--- src/rtl/hyperbus_arbiter.sv ---
// rtl/hyperbus_arbiter.sv - round-robin sequencer sharing one hyperbus controller
// Grants one port at a time, runs exactly len words over wrq/rrq, then idles for a guard gap.
module hyperbus_arbiter #(
   parameter int NPORTS      = 2,
   parameter int WIDTH       = 8,
   parameter int ADDR_LENGTH = 32,
   parameter int LEN_WIDTH   = 8,
   parameter int GAP_COUNT   = 4,
   parameter int TIMEOUT     = 255
) (
   input  logic                               clk,
   input  logic                               rstn,
   input  logic [NPORTS-1:0]                  req,
   input  logic [NPORTS-1:0]                  we,
   input  logic [NPORTS-1:0]                  reg_space,
   input  logic [NPORTS*ADDR_LENGTH-1:0]      adr,
   input  logic [NPORTS*LEN_WIDTH-1:0]        len,
   input  logic [NPORTS*2*WIDTH-1:0]          wdat,
   input  logic [NPORTS*(2*WIDTH/8)-1:0]      wmask,
   output logic [NPORTS-1:0]                  wr_ready,
   output logic [2*WIDTH-1:0]                 rd_dat,
   output logic [NPORTS-1:0]                  rd_valid,
   output logic [NPORTS-1:0]                  gnt,
   output logic [NPORTS-1:0]                  done,
   output logic [NPORTS-1:0]                  err,
   output logic [ADDR_LENGTH-1:0]             hb_adr,
   output logic [2*WIDTH-1:0]                 hb_dat,
   output logic [2*WIDTH/8-1:0]               hb_mask,
   output logic                               hb_reg_space,
   output logic                               hb_wrq,
   output logic                               hb_rrq,
   input  logic                               hb_ready,
   input  logic                               hb_valid,
   input  logic [2*WIDTH-1:0]                 hb_rdat
);

   localparam int W  = 2 * WIDTH;
   localparam int MW = W / 8;
   localparam int PW = $clog2(NPORTS);
   localparam int TW = $clog2(TIMEOUT + 1);
   localparam int GW = $clog2(GAP_COUNT + 1) + 1;
   localparam logic [TW-1:0] TO_LAST  = TW'(TIMEOUT - 1);
   localparam logic [GW-1:0] GAP_LAST = GW'((GAP_COUNT > 0) ? GAP_COUNT - 1 : 0);

   typedef enum logic [1:0] {
      IDLE = 2'd0,
      XFER = 2'd1,
      GAP  = 2'd2
   } state_t;

   state_t                 state_q, state_d;
   logic [PW-1:0]          rr_q, rr_d;
   logic [PW-1:0]          g_q, g_d;
   logic                   we_q, we_d;
   logic                   reg_q, reg_d;
   logic [ADDR_LENGTH-1:0] adr_q, adr_d;
   logic [LEN_WIDTH-1:0]   words_q, words_d;
   logic [TW-1:0]          wait_q, wait_d;
   logic [GW-1:0]          gap_q, gap_d;
   logic                   rrq_q, rrq_d;
   logic [NPORTS-1:0]      done_q, done_d;
   logic [NPORTS-1:0]      err_q, err_d;

   logic [PW-1:0]          pick;
   logic                   found;
   logic [PW-1:0]          rr_next;
   logic [LEN_WIDTH-1:0]   len_pick;
   logic                   fin, fin_err;
   logic                   in_xfer, wrq_act, last_word;

   // First requester at or after the rr pointer, wrapping around.
   always_comb begin
      int k;
      k     = 0;
      pick  = '0;
      found = 1'b0;
      for (int i = 0; i < NPORTS; i++) begin
         k = int'(rr_q) + i;
         if (k >= NPORTS) k = k - NPORTS;
         if (!found && req[k]) begin
            found = 1'b1;
            pick  = PW'(k);
         end
      end
   end

   assign rr_next  = (g_q == PW'(NPORTS - 1)) ? '0 : g_q + 1'b1;
   assign len_pick = len[int'(pick)*LEN_WIDTH +: LEN_WIDTH];

   always_ff @(posedge clk) begin
      if (!rstn) begin
         state_q <= IDLE;
         rr_q    <= '0;
         g_q     <= '0;
         we_q    <= 1'b0;
         reg_q   <= 1'b0;
         adr_q   <= '0;
         words_q <= '0;
         wait_q  <= '0;
         gap_q   <= '0;
         rrq_q   <= 1'b0;
         done_q  <= '0;
         err_q   <= '0;
      end else begin
         state_q <= state_d;
         rr_q    <= rr_d;
         g_q     <= g_d;
         we_q    <= we_d;
         reg_q   <= reg_d;
         adr_q   <= adr_d;
         words_q <= words_d;
         wait_q  <= wait_d;
         gap_q   <= gap_d;
         rrq_q   <= rrq_d;
         done_q  <= done_d;
         err_q   <= err_d;
      end
   end

   always_comb begin
      state_d = state_q;
      rr_d    = rr_q;
      g_d     = g_q;
      we_d    = we_q;
      reg_d   = reg_q;
      adr_d   = adr_q;
      words_d = words_q;
      wait_d  = wait_q;
      gap_d   = gap_q;
      rrq_d   = rrq_q;
      done_d  = '0;
      err_d   = '0;
      fin     = 1'b0;
      fin_err = 1'b0;
      case (state_q)
         IDLE: begin
            if (found) begin
               g_d     = pick;
               we_d    = we[pick];
               reg_d   = reg_space[pick];
               adr_d   = adr[int'(pick)*ADDR_LENGTH +: ADDR_LENGTH];
               words_d = (len_pick == '0) ? LEN_WIDTH'(1) : len_pick;
               wait_d  = '0;
               rrq_d   = ~we[pick];
               state_d = XFER;
            end
         end
         XFER: begin
            if (we_q) begin
               if (hb_ready) begin
                  words_d = words_q - 1'b1;
                  fin     = (words_q == LEN_WIDTH'(1));
               end
            end else if (hb_valid) begin
               wait_d  = '0;
               words_d = words_q - 1'b1;
               fin     = (words_q == LEN_WIDTH'(1));
            end else if (wait_q == TO_LAST) begin
               fin     = 1'b1;
               fin_err = 1'b1;
            end else begin
               wait_d = wait_q + 1'b1;
            end
         end
         GAP: begin
            if (gap_q == GAP_LAST) state_d = IDLE;
            else gap_d = gap_q + 1'b1;
         end
         default: state_d = IDLE;
      endcase
      if (fin) begin
         state_d     = GAP;
         rrq_d       = 1'b0;
         done_d[g_q] = 1'b1;
         err_d[g_q]  = fin_err;
         gap_d       = '0;
         rr_d        = rr_next;
      end
   end

   assign in_xfer   = (state_q == XFER);
   assign last_word = (words_q == LEN_WIDTH'(1));
   assign wrq_act   = in_xfer & we_q & (words_q != '0);

   // The final accepted beat drops wrq in the same cycle so the controller sees no extra beat.
   assign hb_wrq       = wrq_act & ~(hb_ready & last_word);
   assign hb_rrq       = rrq_q;
   assign hb_adr       = adr_q;
   assign hb_reg_space = reg_q;
   assign hb_dat       = wdat[int'(g_q)*W +: W];
   assign hb_mask      = wmask[int'(g_q)*MW +: MW];
   assign rd_dat       = hb_rdat;
   assign done         = done_q;
   assign err          = err_q;

   always_comb begin
      gnt      = '0;
      wr_ready = '0;
      rd_valid = '0;
      if (in_xfer) begin
         gnt[g_q]      = 1'b1;
         wr_ready[g_q] = hb_ready & wrq_act;
         rd_valid[g_q] = hb_valid & ~we_q & (words_q != '0);
      end
   end

endmodule
--- config.mk ---
export PLATFORM = sky130hd
export DESIGN_NAME = hyperbus_arbiter
export DESIGN_NICKNAME = d
export VERILOG_FILES = /design/src/rtl/hyperbus_arbiter.sv
export SDC_FILE = /design/constraint.sdc
export NUM_CORES = 1
export LEC_CHECK = 0
export ABC_CLOCK_PERIOD_IN_PS = 2500
export BUFFER_PORTS_ARGS = -buffer_cell sky130_fd_sc_hd__buf_2
export CELL_PAD_IN_SITES_DETAIL_PLACEMENT = 0
export CELL_PAD_IN_SITES_GLOBAL_PLACEMENT = 1
export CORE_UTILIZATION = 29
export DETAILED_ROUTE_END_ITERATION = 10
export PLACE_DENSITY_LB_ADDON = 0.1
export SLEW_MARGIN = 0
export SYNTH_ARGS = -nofsm -noshare
export SYNTH_HDL_FRONTEND = slang
export SYNTH_SLANG_ARGS = --single-unit
--- constraint.sdc ---
create_clock -name clk -period 2.5 [get_ports clk]
set_input_delay 0.5 -clock clk [delete_from_list [all_inputs] [get_ports clk]]
set_output_delay 0.5 -clock clk [all_outputs]
set_load 0.1 [all_outputs]
==> metrics <==
DR vias about 3500; met3 Track Usage GR under 10%; family with the most delay on the worst path simple AND/OR/NAND/NOR gates; routed wire length roughly 9.9 mm; core area about 0.012 mm²; share of post-route cells with drive strength above 1 approximately 43%; die span in y between 100 and 150 µm; sequential area share after synthesis between 30% and 40%; DP Area 0.00473 mm²; RePlAce Congestion between 0.7 and 0.8; DRT Pass-1 Iters 6; CP max stage delay 0.47 ns; top cell type by total area after synthesis dfxtp_1; Most used DFF post-synth dfxtp_1; clock-pin slew on the worst setup and hold paths about 0.050 ns; critical-path cell list inv_1 -> ha_1 -> nand3_1 -> nand4_1 -> nor2_1 -> buf_12; reg2reg end words_q[5]; total leakage power ~2.7 nW; Worst path slowest cell dfxtp_1; drt drc 0; Final Max Tran Viols 0; ranking of synthesized cells by area dfxtp_1, mux2i_1, o211a_1, mux2_2, nand2_1; crit path from words_q[0]; TritonCTS Sinks 63; met1 GRT Util a little under a fifth; status completed; clk buf depth 2; # rows 40; IO Pins 221; final hold viol count 0; Die ar. ~0.013 mm²; ys async rst share 0%; vias per cell around 4.7; port buffer count between 150 and 200; number of synthesized register bits 63; First DRT Iteration DRCs about 80; Hold Buf Count CTS 0; worst slew pin tran between 0.5 and 0.6 ns; CTS tree built; Yosys Warn Count 0; initial antenna violation count 0; Post-synth EDFFs 0; total global-route track usage 15.4%; H-Tree Depth 3; CP endpoint kind primary output; Netlist cell types 53; Setup violations, final 0; met2 GRT Util between 20% and 30%; clock skew slightly below 0.005 ns; Hold Path End hb_adr[25]; Max Clk Rate between 400 and 500 MHz; Mapped Cells approximately 400; pin count of the biggest net entering global routing 69; Final period util 93.9%; post-route cell area 0.00501 mm²; post-CTS setup buffers 0; WL/cell approximately 14 µm; dpl hpwl roughly 7.6 mm; final worst path period need 2.35 ns; worst skew pair latency around 0.32 ns; slew margin rel. 64.4%; Crit path buffers/inverters 2; unrepaired setup endpoints after global routing true; syn_nets approximately 540; worst min path class reg -> reg; RR Startpoint state_q[0]; number of global-route vias before repair 3311; CP Launch Type flip-flop; post-route ant nets 0; share of the synthesized area in the top cell type 34.7%; Final Util 41.4%; Root Buffer clkbuf_16; Worst Setup Path Type reg -> out; Cell Area, Synth around 0.0036 mm²; Worst R2R Path Depth 5; Synth Area per Inst around 9.1 µm²; Final #Nets about 700; Worst VDD drop about 0.37 mV; power per cell area 804 mW/mm²; global-route wire length before repair around 16 mm; TritonCTS buffer count 9; Reg2Reg Setup Slack roughly 0.61 ns; Crit Path Max Fanout 8; Worst Hold Path Cells 1; GRT overflow 0; # diodes 0; Max-Cap Viols 0; Arrival @ worst endpoint 1.85 ns; min-delay src hb_adr[25]; busiest metal layer after global routing met2; CP required approximately 2.0 ns; Initial Utilization 30.0%; synthesis-to-layout area growth 38.0%; Die X ~110 µm; post-CTS resize count 0
==> final cells by class <==
type / count / area (µm²)
clock buffer: 11 / 233
fill: 1230 / 7100
multi-input combinational: 283 / 2120
timing repair buffer: 197 / 1120
clock inverter: 4 / 47.5
inverter: 5 / 18.8
tap: 168 / 210
sequential: 63 / 1260
==> layout by cell type (no fill, tap or decap), types with 3 or more instances in the layout <==
cell type and n:
a21oi_1 5, a32o_1 5, and3_1 4, buf_12 8
buf_2 182, buf_4 7, clkbuf_16 9, dfxtp_1 63
ha_1 5, inv_1 5, mux2_2 19, mux2i_1 42
nand2_1 54, nand3_1 6, nand4_1 4, nor2_1 25
nor2b_1 3, nor3_1 7, nor3_4 3, o211a_1 33
o211ai_1 4, o21ai_0 15, xor2_1 8
==> through the flow <==
stage / total power (W) / setup TNS (ns) / hold WS (ns) / setup slack, ns / instances
6_report: 0.00403 / 0 / 0.489 / 0.153 / 731
5_1_grt: 0.00426 / -0.0375 / 0.512 / -0.0203 / 731
4_1_cts: 0.00409 / 0 / 0.493 / 0.107 / 731
3_5_place_dp: 0.00287 / 0 / 0.480 / 0.464 / 716
3_3_place_gp: 0.00286 / 0 / 0.474 / 0.483 / 716
2_1_floorplan: 0.00264 / -1.68 / 0.433 / -0.424 / 397
==> worst max path at each step <==
stage / end / slack, ns / depth (start not counted)
finish: wr_ready[1] / 0.15 / 6
global route: wr_ready[1] / -0.02 / 6
CTS: wr_ready[1] / 0.11 / 6
detailed placement: wr_ready[1] / 0.46 / 6
global placement: wr_ready[1] / 0.48 / 6
floorplan: wr_ready[0] / -0.42 / 6
==> layer usage <==
layer / vias to the layer above / share of wire (%)
li1: 1742 / -
met1: 1563 / 44
met2: 152 / 48
met3: 6 / 7.7
met4: 0 / 0.85
met5: - / 0
==> state kept, by name, summed over array words and instances (netlist names) <==
| name | flops |
|---|---|
| hb_adr | 32 |
| wait_q | 8 |
| words_q | 8 |
| gap_q | 4 |
| done | 2 |
| err | 2 |
| state_q | 2 |
| g_q | 1 |
| hb_reg_space | 1 |
| hb_rrq | 1 |
| rr_q | 1 |
| we_q | 1 |
==> where the power goes <==
group / internal, W / switching (W) / total, W
clock network: 0.000762 / 0.000432 / 0.00119
registers: 0.00112 / 0.0000937 / 0.00121
logic: 0.000422 / 0.00120 / 0.00163
==> synth_stat cells, types with 2 or more instances <==
master / n
nor3_2: 2
o2111ai_1: 2
nand4_1: 4
a21oi_1: 6
o211a_1: 33
nand2_1: 54
o22ai_1: 2
xnor2_1: 2
inv_1: 5
nor4_1: 2
buf_4: 21
xor2_1: 8
mux2i_1: 42
ha_1: 5
nor2_1: 27
nand2b_1: 2
a32o_1: 5
or4_1: 2
nor3_1: 7
nand3_1: 6
dfxtp_1: 63
nor2b_1: 3
clkbuf_1: 18
nor3_4: 2
o21ai_0: 16
o211ai_1: 4
buf_2: 7
and3_1: 4
mux2_2: 19
==> worst register-to-register path, stage by stage, from the launching register on <==
cell,delay [ns]
dfxtp_1,0.59
nor3_4,0.12
nor2_4,0.19
a21boi_2,0.39
and2_0,0.37
a32o_1,0.18
==> logic make-up (layout without fill, tap and decap cells) <==
group | count (synthesis) | in the layout | synth area share (%)
XOR/XNOR | 10 | 10 | 2.41
AND/OR/NAND/NOR | 127 | 127 | 17.3
AO/OA/AOI/OAI | 80 | 80 | 18.7
multiplexers | 61 | 61 | 17.5
buffers and inverters | 51 | 217 | 7.68
flip-flops | 63 | 63 | 34.7
adder cells (fa/ha/maj) | 5 | 5 | 1.72
(Power assumes the default switching activity.)
